[src/rtl/bsg_bp_mem_pkg.sv]
`default_nettype none
// +--------------------------------------------------------------------------+
// | bsg_bp_mem_pkg: channel-select mode encoding and address interleave macro |
// | Revision: 1.0                                                            |
// +--------------------------------------------------------------------------+
`define BSG_BP_MEM_SEL(addr, lsb, sw, xor_en) \
  ((xor_en) ? (addr[(lsb) +: (sw)] ^ addr[(lsb)+(sw) +: (sw)]) : addr[(lsb) +: (sw)])

package bsg_bp_mem_pkg;

  typedef enum logic {
    e_sel_plain = 1'b0,
    e_sel_xor   = 1'b1
  } bsg_bp_mem_sel_mode_e;

endpackage
`default_nettype wire

[src/rtl/bsg_bp_mem_interleave_splitter_if.sv]
`default_nettype none
// +--------------------------------------------------------------------------+
// | bsg_bp_mem_interleave_splitter_if: upstream and per-channel bus bundle    |
// | Revision: 1.0                                                            |
// +--------------------------------------------------------------------------+
interface bsg_bp_mem_interleave_splitter_if #(
  parameter int num_channels_p    = 2,
  parameter int msg_width_p       = 128,
  parameter int addr_width_p      = 40,
  parameter int max_outstanding_p = 8
);
  logic [msg_width_p-1:0]                cmd_i;
  logic [addr_width_p-1:0]               cmd_addr_i;
  logic                                  cmd_v_i;
  logic                                  cmd_ready_o;
  logic [msg_width_p-1:0]                resp_o;
  logic                                  resp_v_o;
  logic                                  resp_yumi_i;
  logic [num_channels_p*msg_width_p-1:0] chan_cmd_o;
  logic [num_channels_p-1:0]             chan_cmd_v_o;
  logic [num_channels_p-1:0]             chan_cmd_ready_i;
  logic [num_channels_p*msg_width_p-1:0] chan_resp_i;
  logic [num_channels_p-1:0]             chan_resp_v_i;
  logic [num_channels_p-1:0]             chan_resp_yumi_o;
  logic [$clog2(max_outstanding_p+1)-1:0] outstanding_o;

  modport slave (
    input  cmd_i, cmd_addr_i, cmd_v_i, resp_yumi_i,
           chan_cmd_ready_i, chan_resp_i, chan_resp_v_i,
    output cmd_ready_o, resp_o, resp_v_o, chan_cmd_o, chan_cmd_v_o,
           chan_resp_yumi_o, outstanding_o
  );

  modport master (
    output cmd_i, cmd_addr_i, cmd_v_i, resp_yumi_i,
           chan_cmd_ready_i, chan_resp_i, chan_resp_v_i,
    input  cmd_ready_o, resp_o, resp_v_o, chan_cmd_o, chan_cmd_v_o,
           chan_resp_yumi_o, outstanding_o
  );
endinterface
`default_nettype wire

[src/rtl/bsg_bp_mem_order_tracker.sv]
`default_nettype none
// +--------------------------------------------------------------------------+
// | bsg_bp_mem_order_tracker: ring-buffer FIFO of channel IDs with occupancy |
// | Revision: 1.0                                                            |
// +--------------------------------------------------------------------------+
module bsg_bp_mem_order_tracker #(
  parameter int depth_p = 8,
  parameter int width_p = 1
) (
  input  logic                             clk_i,
  input  logic                             reset_n_i,
  input  logic                             enq_i,
  input  logic [width_p-1:0]               data_i,
  input  logic                             deq_i,
  output logic                             full_o,
  output logic                             empty_o,
  output logic [width_p-1:0]               head_o,
  output logic [$clog2(depth_p+1)-1:0]     count_o
);
  localparam int c_ptr_w = $clog2(depth_p);
  localparam int c_cnt_w = $clog2(depth_p + 1);

  logic [width_p-1:0] r_mem [depth_p];
  logic [c_ptr_w-1:0] r_wptr;
  logic [c_ptr_w-1:0] r_rptr;
  logic [c_cnt_w-1:0] r_count;
  logic               w_enq;
  logic               w_deq;

  assign full_o  = (r_count == c_cnt_w'(depth_p));
  assign empty_o = (r_count == '0);
  assign w_enq   = enq_i & ~full_o;
  assign w_deq   = deq_i & ~empty_o;
  assign head_o  = r_mem[r_rptr];
  assign count_o = r_count;

  // Pointers wrap naturally because depth_p is a power of two.
  always_ff @(posedge clk_i) begin
    if (!reset_n_i) begin
      r_wptr  <= '0;
      r_rptr  <= '0;
      r_count <= '0;
    end else begin
      if (w_enq) r_wptr <= r_wptr + c_ptr_w'(1);
      if (w_deq) r_rptr <= r_rptr + c_ptr_w'(1);
      case ({w_enq, w_deq})
        2'b10:   r_count <= r_count + c_cnt_w'(1);
        2'b01:   r_count <= r_count - c_cnt_w'(1);
        default: r_count <= r_count;
      endcase
    end
  end

  always_ff @(posedge clk_i) begin
    if (w_enq) r_mem[r_wptr] <= data_i;
  end
endmodule
`default_nettype wire

[src/rtl/bsg_bp_mem_interleave_splitter.sv]
`default_nettype none
// +--------------------------------------------------------------------------+
// | bsg_bp_mem_interleave_splitter: N-way address-interleaved command split, |
// | in-order response merge. Revision: 1.0                                   |
// +--------------------------------------------------------------------------+
module bsg_bp_mem_interleave_splitter
  import bsg_bp_mem_pkg::*;
#(
  parameter int num_channels_p    = 2,
  parameter int msg_width_p       = 128,
  parameter int addr_width_p      = 40,
  parameter int sel_lsb_p         = 6,
  parameter int hash_mode_p       = 0,
  parameter int max_outstanding_p = 8
) (
  input  logic                             clk_i,
  input  logic                             reset_n_i,
  bsg_bp_mem_interleave_splitter_if.slave  bus
);
  localparam int c_sel_w = (num_channels_p > 1) ? $clog2(num_channels_p) : 1;
  localparam int c_cnt_w = $clog2(max_outstanding_p + 1);

  logic [c_sel_w-1:0]        w_sel;
  logic [c_sel_w-1:0]        w_head;
  logic [num_channels_p-1:0] w_sel_oh;
  logic [num_channels_p-1:0] w_head_oh;
  logic                      w_full;
  logic                      w_empty;
  logic                      w_live;
  logic                      w_enq;
  logic                      w_deq;
  logic                      w_unused_addr;

  if (num_channels_p == 1) begin : g_sel_single
    assign w_sel = '0;
  end else begin : g_sel_multi
    assign w_sel = `BSG_BP_MEM_SEL(bus.cmd_addr_i, sel_lsb_p, c_sel_w,
                                   hash_mode_p == int'(e_sel_xor));
  end
  assign w_unused_addr = ^bus.cmd_addr_i;

  always_comb begin
    w_sel_oh   = '0;
    w_head_oh  = '0;
    bus.resp_o = '0;
    for (int c = 0; c < num_channels_p; c++) begin
      w_sel_oh[c]  = (w_sel == c_sel_w'(c));
      w_head_oh[c] = (w_head == c_sel_w'(c));
      if (w_head_oh[c]) bus.resp_o = bus.chan_resp_i[c*msg_width_p +: msg_width_p];
    end
  end

  // A full tracker blocks issue even if a dequeue frees a slot this cycle.
  assign w_live               = reset_n_i & ~w_full;
  assign bus.chan_cmd_o       = {num_channels_p{bus.cmd_i}};
  assign bus.chan_cmd_v_o     = w_sel_oh & {num_channels_p{bus.cmd_v_i & w_live}};
  assign bus.cmd_ready_o      = (|(w_sel_oh & bus.chan_cmd_ready_i)) & w_live;
  assign w_enq                = bus.cmd_v_i & bus.cmd_ready_o;

  assign bus.resp_v_o         = reset_n_i & ~w_empty & (|(w_head_oh & bus.chan_resp_v_i));
  assign w_deq                = reset_n_i & ~w_empty & bus.resp_yumi_i;
  assign bus.chan_resp_yumi_o = w_head_oh & {num_channels_p{w_deq}};

  bsg_bp_mem_order_tracker #(
    .depth_p (max_outstanding_p),
    .width_p (c_sel_w)
  ) u_tracker (
    .clk_i     (clk_i),
    .reset_n_i (reset_n_i),
    .enq_i     (w_enq),
    .data_i    (w_sel),
    .deq_i     (w_deq),
    .full_o    (w_full),
    .empty_o   (w_empty),
    .head_o    (w_head),
    .count_o   (bus.outstanding_o)
  );

`ifndef SYNTHESIS
  localparam bit c_pow2_ok =
    ((num_channels_p & (num_channels_p - 1)) == 0) &&
    ((max_outstanding_p & (max_outstanding_p - 1)) == 0);

  logic [c_cnt_w-1:0] r_chan_live [num_channels_p];

  always_ff @(posedge clk_i) begin
    if (!reset_n_i) begin
      for (int c = 0; c < num_channels_p; c++) r_chan_live[c] <= '0;
    end else begin
      assert (c_pow2_ok) else $error("channel count and tracker depth must be powers of two");
      assert (!bus.resp_yumi_i || bus.resp_v_o) else $error("resp_yumi_i without resp_v_o");
      for (int c = 0; c < num_channels_p; c++) begin
        r_chan_live[c] <= r_chan_live[c]
                        + c_cnt_w'(w_enq && (w_sel == c_sel_w'(c)))
                        - c_cnt_w'(w_deq && (w_head == c_sel_w'(c)));
        assert (!bus.chan_resp_v_i[c] || (r_chan_live[c] != '0))
          else $error("response valid on channel %0d with nothing in flight", c);
      end
    end
  end
`endif
endmodule
`default_nettype wire

[src/flat_wrapper.sv]
// flat-port wrapper written by rule: the top's interface ports become plain ports
module bsg_bp_mem_interleave_splitter_flat import bsg_bp_mem_pkg::*;
#(
  parameter int num_channels_p    = 2,
  parameter int msg_width_p       = 128,
  parameter int addr_width_p      = 40,
  parameter int sel_lsb_p         = 6,
  parameter int hash_mode_p       = 0,
  parameter int max_outstanding_p = 8
)
  (clk_i, reset_n_i, bus_cmd_i, bus_cmd_addr_i, bus_cmd_v_i, bus_resp_yumi_i, bus_chan_cmd_ready_i, bus_chan_resp_i, bus_chan_resp_v_i, bus_cmd_ready_o, bus_resp_o, bus_resp_v_o, bus_chan_cmd_o, bus_chan_cmd_v_o, bus_chan_resp_yumi_o, bus_outstanding_o);
  bsg_bp_mem_interleave_splitter_if #(.num_channels_p(num_channels_p), .msg_width_p(msg_width_p), .addr_width_p(addr_width_p), .max_outstanding_p(max_outstanding_p)) bus_i ();
  input  logic clk_i;
  input  logic reset_n_i;
  input wire logic [$bits(bus_i.cmd_i)-1:0] bus_cmd_i;
  input wire logic [$bits(bus_i.cmd_addr_i)-1:0] bus_cmd_addr_i;
  input wire logic [$bits(bus_i.cmd_v_i)-1:0] bus_cmd_v_i;
  input wire logic [$bits(bus_i.resp_yumi_i)-1:0] bus_resp_yumi_i;
  input wire logic [$bits(bus_i.chan_cmd_ready_i)-1:0] bus_chan_cmd_ready_i;
  input wire logic [$bits(bus_i.chan_resp_i)-1:0] bus_chan_resp_i;
  input wire logic [$bits(bus_i.chan_resp_v_i)-1:0] bus_chan_resp_v_i;
  output wire logic [$bits(bus_i.cmd_ready_o)-1:0] bus_cmd_ready_o;
  output wire logic [$bits(bus_i.resp_o)-1:0] bus_resp_o;
  output wire logic [$bits(bus_i.resp_v_o)-1:0] bus_resp_v_o;
  output wire logic [$bits(bus_i.chan_cmd_o)-1:0] bus_chan_cmd_o;
  output wire logic [$bits(bus_i.chan_cmd_v_o)-1:0] bus_chan_cmd_v_o;
  output wire logic [$bits(bus_i.chan_resp_yumi_o)-1:0] bus_chan_resp_yumi_o;
  output wire logic [$bits(bus_i.outstanding_o)-1:0] bus_outstanding_o;
  assign bus_i.cmd_i = bus_cmd_i;
  assign bus_i.cmd_addr_i = bus_cmd_addr_i;
  assign bus_i.cmd_v_i = bus_cmd_v_i;
  assign bus_i.resp_yumi_i = bus_resp_yumi_i;
  assign bus_i.chan_cmd_ready_i = bus_chan_cmd_ready_i;
  assign bus_i.chan_resp_i = bus_chan_resp_i;
  assign bus_i.chan_resp_v_i = bus_chan_resp_v_i;
  assign bus_cmd_ready_o = bus_i.cmd_ready_o;
  assign bus_resp_o = bus_i.resp_o;
  assign bus_resp_v_o = bus_i.resp_v_o;
  assign bus_chan_cmd_o = bus_i.chan_cmd_o;
  assign bus_chan_cmd_v_o = bus_i.chan_cmd_v_o;
  assign bus_chan_resp_yumi_o = bus_i.chan_resp_yumi_o;
  assign bus_outstanding_o = bus_i.outstanding_o;
  bsg_bp_mem_interleave_splitter #(.num_channels_p(num_channels_p), .msg_width_p(msg_width_p), .addr_width_p(addr_width_p), .sel_lsb_p(sel_lsb_p), .hash_mode_p(hash_mode_p), .max_outstanding_p(max_outstanding_p)) u_core (.clk_i(clk_i), .reset_n_i(reset_n_i), .bus(bus_i));
endmodule
[config.mk]
export PLATFORM = sky130hd
export DESIGN_NAME = bsg_bp_mem_interleave_splitter_flat
export DESIGN_NICKNAME = d
export VERILOG_FILES = /design/src/rtl/bsg_bp_mem_pkg.sv /design/src/rtl/bsg_bp_mem_interleave_splitter_if.sv /design/src/rtl/bsg_bp_mem_order_tracker.sv /design/src/rtl/bsg_bp_mem_interleave_splitter.sv /design/src/flat_wrapper.sv
export SDC_FILE = /design/constraint.sdc
export NUM_CORES = 1
export LEC_CHECK = 0
export ABC_AREA = 1
export BUFFER_PORTS_ARGS = -buffer_cell sky130_fd_sc_hd__buf_4
export CORE_AREA = 2 2 317 319
export CTS_CLUSTER_DIAMETER = 100
export DETAILED_ROUTE_END_ITERATION = 12
export DIE_AREA = 0 0 319 321
export SLEW_MARGIN = 25
export SYNTH_ARGS = -nofsm -noshare
export SYNTH_HDL_FRONTEND = slang
export SYNTH_SLANG_ARGS = --single-unit
export TNS_END_PERCENT = 50
[constraint.sdc]
create_clock -name clk_i -period 2.95 [get_ports clk_i]
set_clock_uncertainty 0.2 [all_clocks]
set_input_delay 0.59 -clock clk_i [delete_from_list [all_inputs] [get_ports clk_i]]
set_output_delay 0.59 -clock clk_i [all_outputs]
set_load 0.1 [all_outputs]
* Word-level counts from Yosys, hierarchy flattened
Memories as Yosys holds them, arrays and structs flattened. A register that Yosys moved wholly into a read port is not among the register bits.
Cells that the tools add are included.
** Storage, ports and cells
- Bits of input ports :: 432
- Memories kept :: 1
- RAM bits :: 8
- Bits in registers :: 10
- Output and inout bits :: 394
** Operators by class
- Reductions and logical operators :: 4
- Bitwise operators :: 17
- Multiplexer cells :: 6
- Equality and inequality tests :: 3
- Add/sub/neg operators :: 4
** Memory list
- u_core.u_tracker.r_mem :: words 8, bits a word 1, rd ports 1, clocked after memory_dff 1, wr ports 1, line bsg_bp_mem_order_tracker.sv:23 : logic [width_p-1:0] r_mem [depth_p];
** Operators by type and width (count)
- $mux W128 :: 1
- $and A1 B1 Y1 :: 9
- $and A2 B2 Y2 :: 4
- $pmux W4 S2 :: 1
- $add A3 B1 Y3 const B :: 2
- $mux W3 :: 2
- $add A4 B1 Y4 const B :: 1
- $eq A4 B4 Y1 const B :: 1
- $logic_not A4 Y1 :: 1
- $not A1 Y1 :: 4
- $reduce_or A2 Y1 :: 2
- $sub A4 B1 Y4 const B :: 1
- $eq A2 B1 Y1 const B :: 1
- $eq A2 B2 Y1 const B :: 1
- $mux W1 :: 2
- $reduce_bool A2 Y1 :: 1

* Depth between registers and ports, before layout
Gate-level depths: netlist (run 1).
- Word-level depth :: 8
- Gate-level depth with buffers :: 14
- Gate-level depth less buffers :: 14

* Modules after synthesis
A second synthesis (run 1) with hierarchy kept.
** Unflattened totals
- Cell total of the unflattened synthesis :: 813
- Area, all modules :: 4697.0 µm²
** Modules (own cells, without submodules)
- bsg_bp_mem_interleave_splitter :: seq. area each 0.0 µm², cells an instance 692, area each 3673.5 µm², instances 1
- bsg_bp_mem_order_tracker :: seq. area each 500.5 µm², cells an instance 121, area each 1023.5 µm², instances 1

* Least setup slack after synthesis (run 1)
OpenSTA, ideal clock, no wires.
- Path kind :: reg2out
- Start :: register u_core.u_tracker.r_count[2], in the netlist u_core.u_tracker.count_o[2]
- End :: output bus_chan_resp_yumi_o[0]
- Buffers on the path :: 0
- Data arrival time :: 2.815 ns
- Data required time :: 2.160 ns
- Path slack :: -0.655 ns
- Cell stages (with the launch flop) :: 5
- Path through :: dfxtp_1 > inv_1 > a31oi_1 > nand2_1 > nor2_1
** Between the ends
- Word-level cells in the longest chain between the ends :: 5
** Ends and longest elaborated chain
- start: declaration :: line bsg_bp_mem_order_tracker.sv:26 : logic [c_cnt_w-1:0] r_count;
- start signal: assignment :: line bsg_bp_mem_order_tracker.sv:47 : 2'b10: r_count <= r_count + c_cnt_w'(1);
- start signal: assignment :: line bsg_bp_mem_order_tracker.sv:48 : 2'b01: r_count <= r_count - c_cnt_w'(1);
- start signal: assignment :: line bsg_bp_mem_order_tracker.sv:49 : default: r_count <= r_count;
- $logic_not A4 Y1 :: line bsg_bp_mem_order_tracker.sv:31 : assign empty_o = (r_count == '0);
- $not A1 Y1 :: line bsg_bp_mem_interleave_splitter.sv:61 : assign w_deq = reset_n_i & ~w_empty & bus.resp_yumi_i;
- $and A1 B1 Y1 (2 in a row) :: line bsg_bp_mem_interleave_splitter.sv:61
- $and A2 B2 Y2 :: line bsg_bp_mem_interleave_splitter.sv:62 : assign bus.chan_resp_yumi_o = w_head_oh & {num_channels_p{w_deq}};
- end: declaration :: line flat_wrapper.sv:27 : output wire logic [$bits(bus_i.chan_resp_yumi_o)-1:0] bus_chan_resp_yumi_o;
Every way passes these cells.

==> results of run 1 <==
[through the flow]
stage | setup WS, ns | hold WS [ns] | area, um2 | cells
after global routing | -0.00310 | 0.328 | 8760 | 2259
after global placement | 0.135 | 0.289 | 8470 | 2252
after CTS | 0.00946 | 0.308 | 8640 | 2257
after floorplan | -0.220 | 0.266 | 4690 | 819
after detailed placement | 0.138 | 0.300 | 8470 | 2252
final | 0.120 | 0.302 | 8770 | 2263
[layer usage]
layer,part of all wire,vias up
met1,0.38,2288
met3,0.19,71
met5,0.0011,-
li1,-,2486
met2,0.40,604
met4,0.028,8
[cell type report]
type	instances	share of cell area
diodes	5	0.00143
clock buffers	3	0.00856
clock inverters	1	0.000571
inverters	23	0.0113
multi-input cells	490	0.228
flip-flops and latches	21	0.0572
well taps	1298	0.185
repair buffers	422	0.508
[worst paths after layout]
| kind | startpoint | endpoint | slack, ns | cells past startpoint |
|---|---|---|---|---|
| worst max-delay path | flop | bus_resp_o[50] | 0.12 | 11 |
| worst min-delay path | u_core.u_tracker.r_rptr[2] | flop | 0.30 | 2 |
| worst max register to register | u_core.u_tracker.count_o[1] | u_core.u_tracker.count_o[2] | 0.59 | 12 |
| worst min register to register | u_core.u_tracker.r_rptr[2] | flop | 0.30 | 2 |
[cell families (layout without fill, tap and decap cells)]
family	count (synthesis)	in the layout	share of synthesized area
flops	21	21	0.107
simple gates	466	466	0.380
other cells	0	5	0
fa+ha+maj	5	5	0.0134
xor+xnor	5	5	0.00936
buf+inv	308	449	0.475
compound gates	14	14	0.0152
[placed cells by master, fill, tap and decap left out, types with 6 or more instances in the layout]
cell,n
nand2_1,414
buf_4,309
buf_12,89
nor2_1,24
inv_1,20
buf_6,15
dfxtp_1,12
nand3_1,9
a21oi_1,8
edfxtp_1,8
nand2_2,6
nor2_2,6
[worst max-delay path, stage by stage (launching register included)]
cell and delay, ns:
dfxtp_2 0.34, inv_2 0.07, or2_0 0.10, nand2_1 0.06, nand2_1 0.07, nand2_2 0.08, nand2_8 0.12, buf_16 0.19
buf_12 0.22, nand2_1 0.09, nand2_1 0.09, buf_4 0.29
[power by group]
| part | internal [uW] | switching, uW | leakage (uW) |
|---|---|---|---|
| Combinational | 1590 | 4120 | 0.00398 |
| Sequential | 323 | 26.0 | 0.000178 |
| Clock | 182 | 101 | 0.0000409 |
[what timing repair did]
item | in CTS | in global routing
endpoints found under the setup margin | 101 | 93
resized for setup | 18 | 25
buffers inserted | 0 | 0
gates cloned | 1 | 1
==> qor.txt, run 1 <==
Final Core Density -> 0.0883
GRT Overall Usage -> 0.0991
Worst skew pair latency -> 0.25 ns
Syn. warnings -> 0
Post-synthesis register bit count -> 21
Io pins -> 826
Mapped Area -> 4680 um2
Prevailing post-synth register cell -> dfxtp_1
Core area -> 99300 um2
Final hold vios -> 0
Clock root buffer -> clkbuf_16
Most frequent cell after synthesis -> nand2_1
Final nets -> 1398
CTS tree -> yes
Setup Viol. Count Final -> 0
Fillers -> 11600
Nature of the critical path endpoint -> output pin
Initial Utilization -> 0.0471
Gate Count Post-Synth -> 819
Relative slew slack -> 0.781
Synth cell count leaders -> nand2_1, buf_4, nor2_1
Clock sink total -> 21
Row count -> 116
Die area -> 102000 um2
Sequential area share after synthesis -> 0.107
Initial antenna violation count -> 10
GPL Wtd Cong -> 0.821
TNS Setup -> 0 ns
Layout area overhead -> 87.4%
Hold_buf cts -> 0
Port bufs -> 402
Post-DRT Antenna Nets -> 0
Met1 GRT Util -> 0.106
Vias in the first global route -> 5328
Global-route wire length before repair -> 63.9 mm
Clock-pin slew on the worst setup and hold paths -> 0.06 ns
Largest net degree at the start of global routing -> 31
CTS Buffer Depth -> 2
Met3 Use GR -> 0.0871
DR WL/cell -> 23.6 um
Worst IR Drop VDD -> 0.538 mV
Critical path class -> reg2out
FFs w/ async S/R, synth -> 0
Critical Path Start Type -> flop
Via/cell ratio -> 2.41
Crit path DAT -> 2.04 ns
Max-cap violations -> 0
Syn nets -> 1256
Post-layout min period -> 2.83 ns
H-tree depth -> 1
Syn_area_per_cell -> 5.71 um2
Final WL -> 53.3 mm
Hold Path Class -> reg2reg
Vias -> 5457
Fmax -> 0.353 GHz
Required time worst endpoint -> 2.16 ns
Hpwl dp -> 48.7 mm
Pwr per Cell Area -> 723 nW/um2
Crit share post-route -> 0.959
Met2 Use GR -> 0.143
Chip height -> 321 um
CTS buffer count -> 3
Area leader, netlist -> buf_4
Pwr Total -> 6340 uW
Multi-input gate area -> 2000 um2
Worst Path Max Fanout -> 30
Worst Tran Pin Value -> 0.331 ns
Register Area -> 502 um2
First-pass DRT Iterations -> 4
Starting DRT DRC Count -> 212
Ranking of synthesized cells by area -> buf_4, nand2_1, dfxtp_1
Post-synth cell types -> 23
Post-synth top area share -> 0.414
Most Used Layer, Global Route -> met2
Share of cells above drive strength 1 -> 0.463
Final Slew Violations -> 0
Die Width -> 319 um
Grt total ovfl -> 0
Residual DRC -> 0
EDFF count, synth -> 8
Status -> complete, no violations
Leak pwr -> 0.00420 uW
No activity file was read; power rests on OpenSTA's default activity.
==> inputs of run 2 (changes only) <==
--- a/config.mk
+++ b/config.mk
@@ -8,6 +8,7 @@
 export ABC_AREA = 1
 export BUFFER_PORTS_ARGS = -buffer_cell sky130_fd_sc_hd__buf_4
 export CORE_AREA = 2 2 317 319
+export CTS_BUF_LIST = sky130_fd_sc_hd__clkbuf_4
 export CTS_CLUSTER_DIAMETER = 100
 export DETAILED_ROUTE_END_ITERATION = 12
 export DIE_AREA = 0 0 319 321
==> qor.txt, run 2 (synthesized netlist as in run 1, its figures left out) <==
Vias in the first global route -> 5370 (+0.79%)
Final WL -> 56.3 mm (+5.6%)
Most frequent CP cell -> nand2_1
Worst IR Drop VDD -> 0.510 mV (-5.3%)
DR WL/cell -> 24.8 um (+5.2%)
CTS buffer count -> 3 (unchanged)
Initial antenna violation count -> 12 (+2)
Starting DRT DRC Count -> 191 (-9.9%)
R2R cell count -> 12 (unchanged)
Final hold slack -> 0.310 ns (+0.00825 ns)
Relative slew slack -> 0.780 (-0.000996)
Layout area overhead -> 104%
Setup Viol. Count Final -> 0 (unchanged)
Hpwl dp -> 48.7 mm (unchanged)
Share of cells above drive strength 1 -> 0.561 (+0.0985)
Fillers -> 11600 (-0.58%)
Sequential share of power -> 0.052 (-0.003)
Critical path class -> reg2out
Residual DRC -> 0 (unchanged)
RSZ-0062 raised after global routing -> yes
Vias -> 5657 (+3.7%)
R2R Setup Slk -> 0.59 ns (about the same)
Crit share post-route -> 0.984 (+0.0248)
Row count -> 116 (unchanged)
Final Slew Violations -> 0 (unchanged)
Leak pwr -> 0.00442 uW (+5.4%)
Crit path DAT -> 2.11 ns (+0.07 ns)
Worst path top cell family by delay -> simple AND/OR/NAND/NOR gates
Leading cell type in the layout, fill and taps excluded -> nand2_1
Worst Path Max Fanout -> 7 (-77%)
Power share of the combinational group -> 0.928 (+0.028)
Chip height -> 321 um (unchanged)
Crit-path max cell delay -> 0.39 ns (+0.05 ns)
Final Core Density -> 0.0960 (+0.00761)
Io pins -> 826 (unchanged)
Sw Pwr -> 4450 uW (+4.8%)
Die area -> 102000 um2 (unchanged)
Clock sink total -> 21 (unchanged)
Post-DRT Antenna Nets -> 0 (unchanged)
CTS tree -> yes
Switching Fraction -> 0.662 (-0.00730)
H-tree depth -> 1 (unchanged)
Pint -> 2270 uW (+8.3%)
Hold path endpoint -> u_core.u_tracker.r_rptr[2]
Max-cap violations -> 0 (unchanged)
Fmax -> 0.345 GHz (-2.5%)
Worst path bufs/invs -> 4 (unchanged)
Final hold vios -> 0 (unchanged)
Worst skew pair latency -> 0.30 ns (+0.05 ns)
GRT Overall Usage -> 0.0994 (+0.000282)
Worst Tran Pin Value -> 0.333 ns (+0.00151 ns)
Worst path slowest cell -> dfxtp_4
Post-layout min period -> 2.90 ns (+0.0730 ns)
Final nets -> 1406 (+0.57%)
Hold_sp -> u_core.u_tracker.r_rptr[2]
Largest net degree at the start of global routing -> 31 (unchanged)
Critical Path Start Type -> flop
Most frequent cells in the layout -> nand2_1, buf_4, buf_12, nand2_2, nor2_1
Pwr per Cell Area -> 705 nW/um2 (-2.5%)
Hold Path Class -> reg2reg
R2r startpoint -> u_core.u_tracker.count_o[1]
Initial Utilization -> 0.0471 (unchanged)
Core area -> 99300 um2 (unchanged)
Grt total ovfl -> 0 (unchanged)
Clock share of power -> 0.020 (-0.025)
Die Width -> 319 um (unchanged)
Global-route wire length before repair -> 64.0 mm (+0.18%)
Required time worst endpoint -> 2.16 ns (about the same)
Clock-pin slew on the worst setup and hold paths -> 0.11 ns (+0.05 ns)
Nature of the critical path endpoint -> output pin
Worst hold stages -> 2 (unchanged)
TNS Setup -> 0 ns (unchanged)
First-pass DRT Iterations -> 4 (unchanged)
RR Endpoint -> u_core.u_tracker.count_o[2]
Clock root buffer -> clkbuf_4
CTS Buffer Depth -> 2 (unchanged)
Status -> complete, no violations
Via/cell ratio -> 2.49 (+3.3%)
Port bufs -> 402 (unchanged)
Crit-path cells -> inv_4, or2_0, nand2_1, nand2_1, nand2_2, nand2_8, clkbuf_16, clkbuf_16, nand2_1, nand2_2, buf_12
GPL Wtd Cong -> 0.821 (unchanged)
[run 2: how the worst max path moves through the flow]
stage / startpoint / endpoint / slack (ns) / cells past startpoint
detailed placement: flop / bus_resp_o[55] / 0.14 / 11
global placement: flop / bus_resp_o[55] / 0.14 / 11
global route: flop / bus_resp_o[86] / -0.09 / 11
finish: flop / bus_resp_o[86] / 0.05 / 11
CTS: flop / bus_resp_o[28] / 0.004 / 11
floorplan: u_core.u_tracker.count_o[1] / bus_chan_cmd_v_o[0] / -0.22 / 4
[run 2: through the flow]
step | cells | area [um2] | power (uW) | setup WS (ns)
floorplan | 819 | 4690 | 5250 | -0.220
global placement | 2252 | 8470 | 6110 | 0.135
detailed placement | 2252 | 8470 | 6100 | 0.138
CTS | 2258 | 8660 | 6380 | 0.00359
global route | 2267 | 9520 | 7060 | -0.0868
finish | 2271 | 9530 | 6720 | 0.0472
[run 2: timing repair]
item	in CTS	in global routing
resized for setup	31	199
buffers inserted	0	2
setup endpoints to repair	126	124
hold buffers	0	0
cloned	2	6
pin swaps	0	11
[run 2: layer usage]
layer,GRT usage,part of all wire
met1,0.109,0.38
met2,0.144,0.41
met3,0.0828,0.18
met4,0.0258,0.031
met5,0.000473,0.0010
[run 2: power by group through the flow]
stage               Sequential [uW]  Clock (uW)  Combinational [uW]
floorplan                       434           0                4820
detailed placement              353           0                5750
global placement                353           0                5760
CTS                             347         141                5890
finish                          349         135                6240
global route                    353         152                6560
[run 2: cell type report]
class	instances	area [um2]	share of cell area
Inverter	23	115	0.0121
Multi-Input combinational cell	490	2310	0.242
Sequential cell	21	504	0.0529
Timing Repair Buffer	430	4930	0.518
Antenna cell	5	12.5	0.00131
Tap cell	1298	1620	0.170
Clock inverter	1	5.00	0.000525
Clock buffer	3	22.5	0.00236
[run 2: worst min-delay path, cell delays in order (launching register included)]
cell	delay, ns
dfxtp_1	0.34
nand2_1	0.06
a21oi_1	0.07
==> inputs of run 3 (changes only) <==
--- a/config.mk
+++ b/config.mk
@@ -12,6 +12,7 @@
 export CTS_CLUSTER_DIAMETER = 100
 export DETAILED_ROUTE_END_ITERATION = 12
 export DIE_AREA = 0 0 319 321
+export GPL_TIMING_DRIVEN = 0
 export SLEW_MARGIN = 25
 export SYNTH_ARGS = -nofsm -noshare
 export SYNTH_HDL_FRONTEND = slang
==> qor.txt, run 3 (synthesized netlist as in run 1, its figures left out) <==
Status -> complete, but fails checks
Failing checks -> setup timing
CTS buffer count -> 3 (unchanged)
Via/cell ratio -> 2.69 (+8.0%)
Clock root buffer -> clkbuf_4
Final WL -> 60.6 mm (+7.7%)
Register Area -> 504 um2 (unchanged)
Nature of the critical path endpoint -> output pin
CTS Buffer Depth -> 2 (unchanged)
Fmax -> 0.336 GHz (-2.3%)
Layout area overhead -> 192%
DP Area -> 11300 um2 (+33%)
Met1 WL -> 26.2 mm (+24%)
Clock sink total -> 21 (unchanged)
Post-layout min period -> 2.97 ns (+0.0691 ns)
Die area -> 102000 um2 (unchanged)
Final setup margin -> -0.0218 ns (-0.0691 ns)
Max layer used -> met5
Initial antenna violation count -> 16 (+4)
Power share of the combinational group -> 0.944 (+0.016)
Initial Utilization -> 0.0471 (unchanged)
Largest net degree at the start of global routing -> 12 (-61%)
Crit path DAT -> 2.18 ns (+0.07 ns)
Final Core Density -> 0.138 (+0.0416)
Switching Fraction -> 0.686 (+0.0240)
Critical path class -> reg2out
Final nets -> 1928 (+37%)
Final instance area -> 13700 um2 (+43%)
Hold Path Class -> reg2reg
GPL Wtd Cong -> 0.949 (+16%)
Port bufs -> 658 (+64%)
Hpwl dp -> 55.4 mm (+14%)
Clock share of power -> 0.017 (-0.003)
GRT Overall Usage -> 0.111 (+0.0112)
Pwr per Cell Area -> 647 nW/um2 (-8.2%)
Chip height -> 321 um (unchanged)
Leak pwr -> 0.00697 uW (+58%)
H-tree depth -> 1 (unchanged)
Global-route wire length before repair -> 72.9 mm (+14%)
Worst IR Drop VDD -> 0.462 mV (-9.5%)
Fillers -> 11400 (-1.3%)
Leading cell type in the layout, fill and taps excluded -> buf_4
Starting DRT DRC Count -> 296 (+55%)
Vias in the first global route -> 7249 (+35%)
Relative slew slack -> 0.762 (-0.0182)
First-pass DRT Iterations -> 4 (unchanged)
Multi-input gate area -> 2580 um2 (+12%)
Share of cells above drive strength 1 -> 0.752 (+0.191)
R2R cell count -> 12 (unchanged)
Vias -> 7515 (+33%)
Crit share post-route -> 1.01 (+0.0234)
Required time worst endpoint -> 2.16 ns (about the same)
Worst Path Max Fanout -> 10 (+3)
Row count -> 116 (unchanged)
Sw Pwr -> 6070 uW (+36%)
R2r startpoint -> u_core.u_tracker.count_o[1]
Grt total ovfl -> 0 (unchanged)
Clock-pin slew on the worst setup and hold paths -> 0.12 ns (about the same)
Final Slew Violations -> 0 (unchanged)
Pwr Total -> 8840 uW (+32%)
Sequential share of power -> 0.039 (-0.013)
Critical Path Start Type -> flop
Post-DRT Antenna Nets -> 0 (unchanged)
Most frequent cells in the layout -> buf_4, nand2_1, buf_12, nand2_2, nand2_4
RSZ-0062 raised after global routing -> yes
Worst skew pair latency -> 0.30 ns (about the same)
CTS tree -> yes
Worst Tran Pin Value -> 0.356 ns (+0.0233 ns)
DR WL/cell -> 21.7 um (-12%)
Hold_sp -> u_core.u_tracker.r_rptr[2]
RR Endpoint -> u_core.u_tracker.count_o[2]
Die Width -> 319 um (unchanged)
Hold_buf cts -> 0 (unchanged)
Final hold slack -> 0.307 ns (-0.00326 ns)
Worst hold stages -> 2 (unchanged)
Routed met2 length -> 26.6 mm (+16%)
Core area -> 99300 um2 (unchanged)
Final hold vios -> 0 (unchanged)
Routed wl met3 -> 6.83 mm (-34%)
Residual DRC -> 0 (unchanged)
R2R Setup Slk -> 0.34 ns (-0.25 ns)
Setup Viol. Count Final -> 9 (+9)
Io pins -> 826 (unchanged)
Pint -> 2770 uW (+22%)
Max-cap violations -> 0 (unchanged)
run 3: power by group through the flow:
stage	Clock, uW	Sequential [uW]	Combinational [uW]
floorplan	0	434	4820
global placement	0	354	7110
detailed placement	0	353	7110
CTS	154	348	8190
global route	168	352	8670
finish	148	349	8340
run 3: per-stage QoR:
step                      setup slack, ns  std cells  setup TNS [ns]
after floorplan                    -0.220        819           -1.22
after global placement             -0.391       2775          -17.77
after detailed placement           -0.384       2775          -17.65
after CTS                         -0.0749       2788           -1.10
after global routing               -0.185       2791          -12.34
final                             -0.0218       2793         -0.0806
run 3: what timing repair did:
item	4_1_cts	5_1_grt
gates cloned	2	1
buffers inserted	7	0
endpoints found under the setup margin	124	126
pin swaps	3	10
gates resized for setup	411	189
run 3: worst max-delay path by stage:
stage                     slack, ns                  end                         from
final                         -0.02      bus_resp_o[101]                         flop
after global routing          -0.19       bus_resp_o[16]                         flop
after CTS                     -0.07       bus_resp_o[93]                         flop
after detailed placement      -0.38      bus_resp_o[109]                         flop
after global placement        -0.39      bus_resp_o[110]                         flop
after floorplan               -0.22  bus_chan_cmd_v_o[0]  u_core.u_tracker.count_o[1]
run 3: worst max-delay path: stages, from the launching register on:
cell     delay (ns)
dfxtp_4        0.39
inv_2          0.04
or2_0          0.19
nand2_1        0.08
nand2_1        0.07
nand2_2        0.11
nand2_8        0.11
inv_12         0.10
buf_16         0.17
buf_12         0.18
nand2_2        0.06
nand2_2        0.11
buf_12         0.19
run 3: routing by layer:
layer	up-vias	global-route usage
li1	3549	-
met1	3384	0.146
met2	528	0.171
met3	44	0.0434
met4	10	0.0184
met5	-	0
run 3: cell type report:
type	instances	area share
Clock buffer	4	0.00220
Multi-Input combinational cell	490	0.189
Antenna cell	5	0.000916
Sequential cell	21	0.0369
Buffer	285	0.168
Inverter	23	0.00724
Tap cell	1298	0.119
Timing Repair Buffer	667	0.477
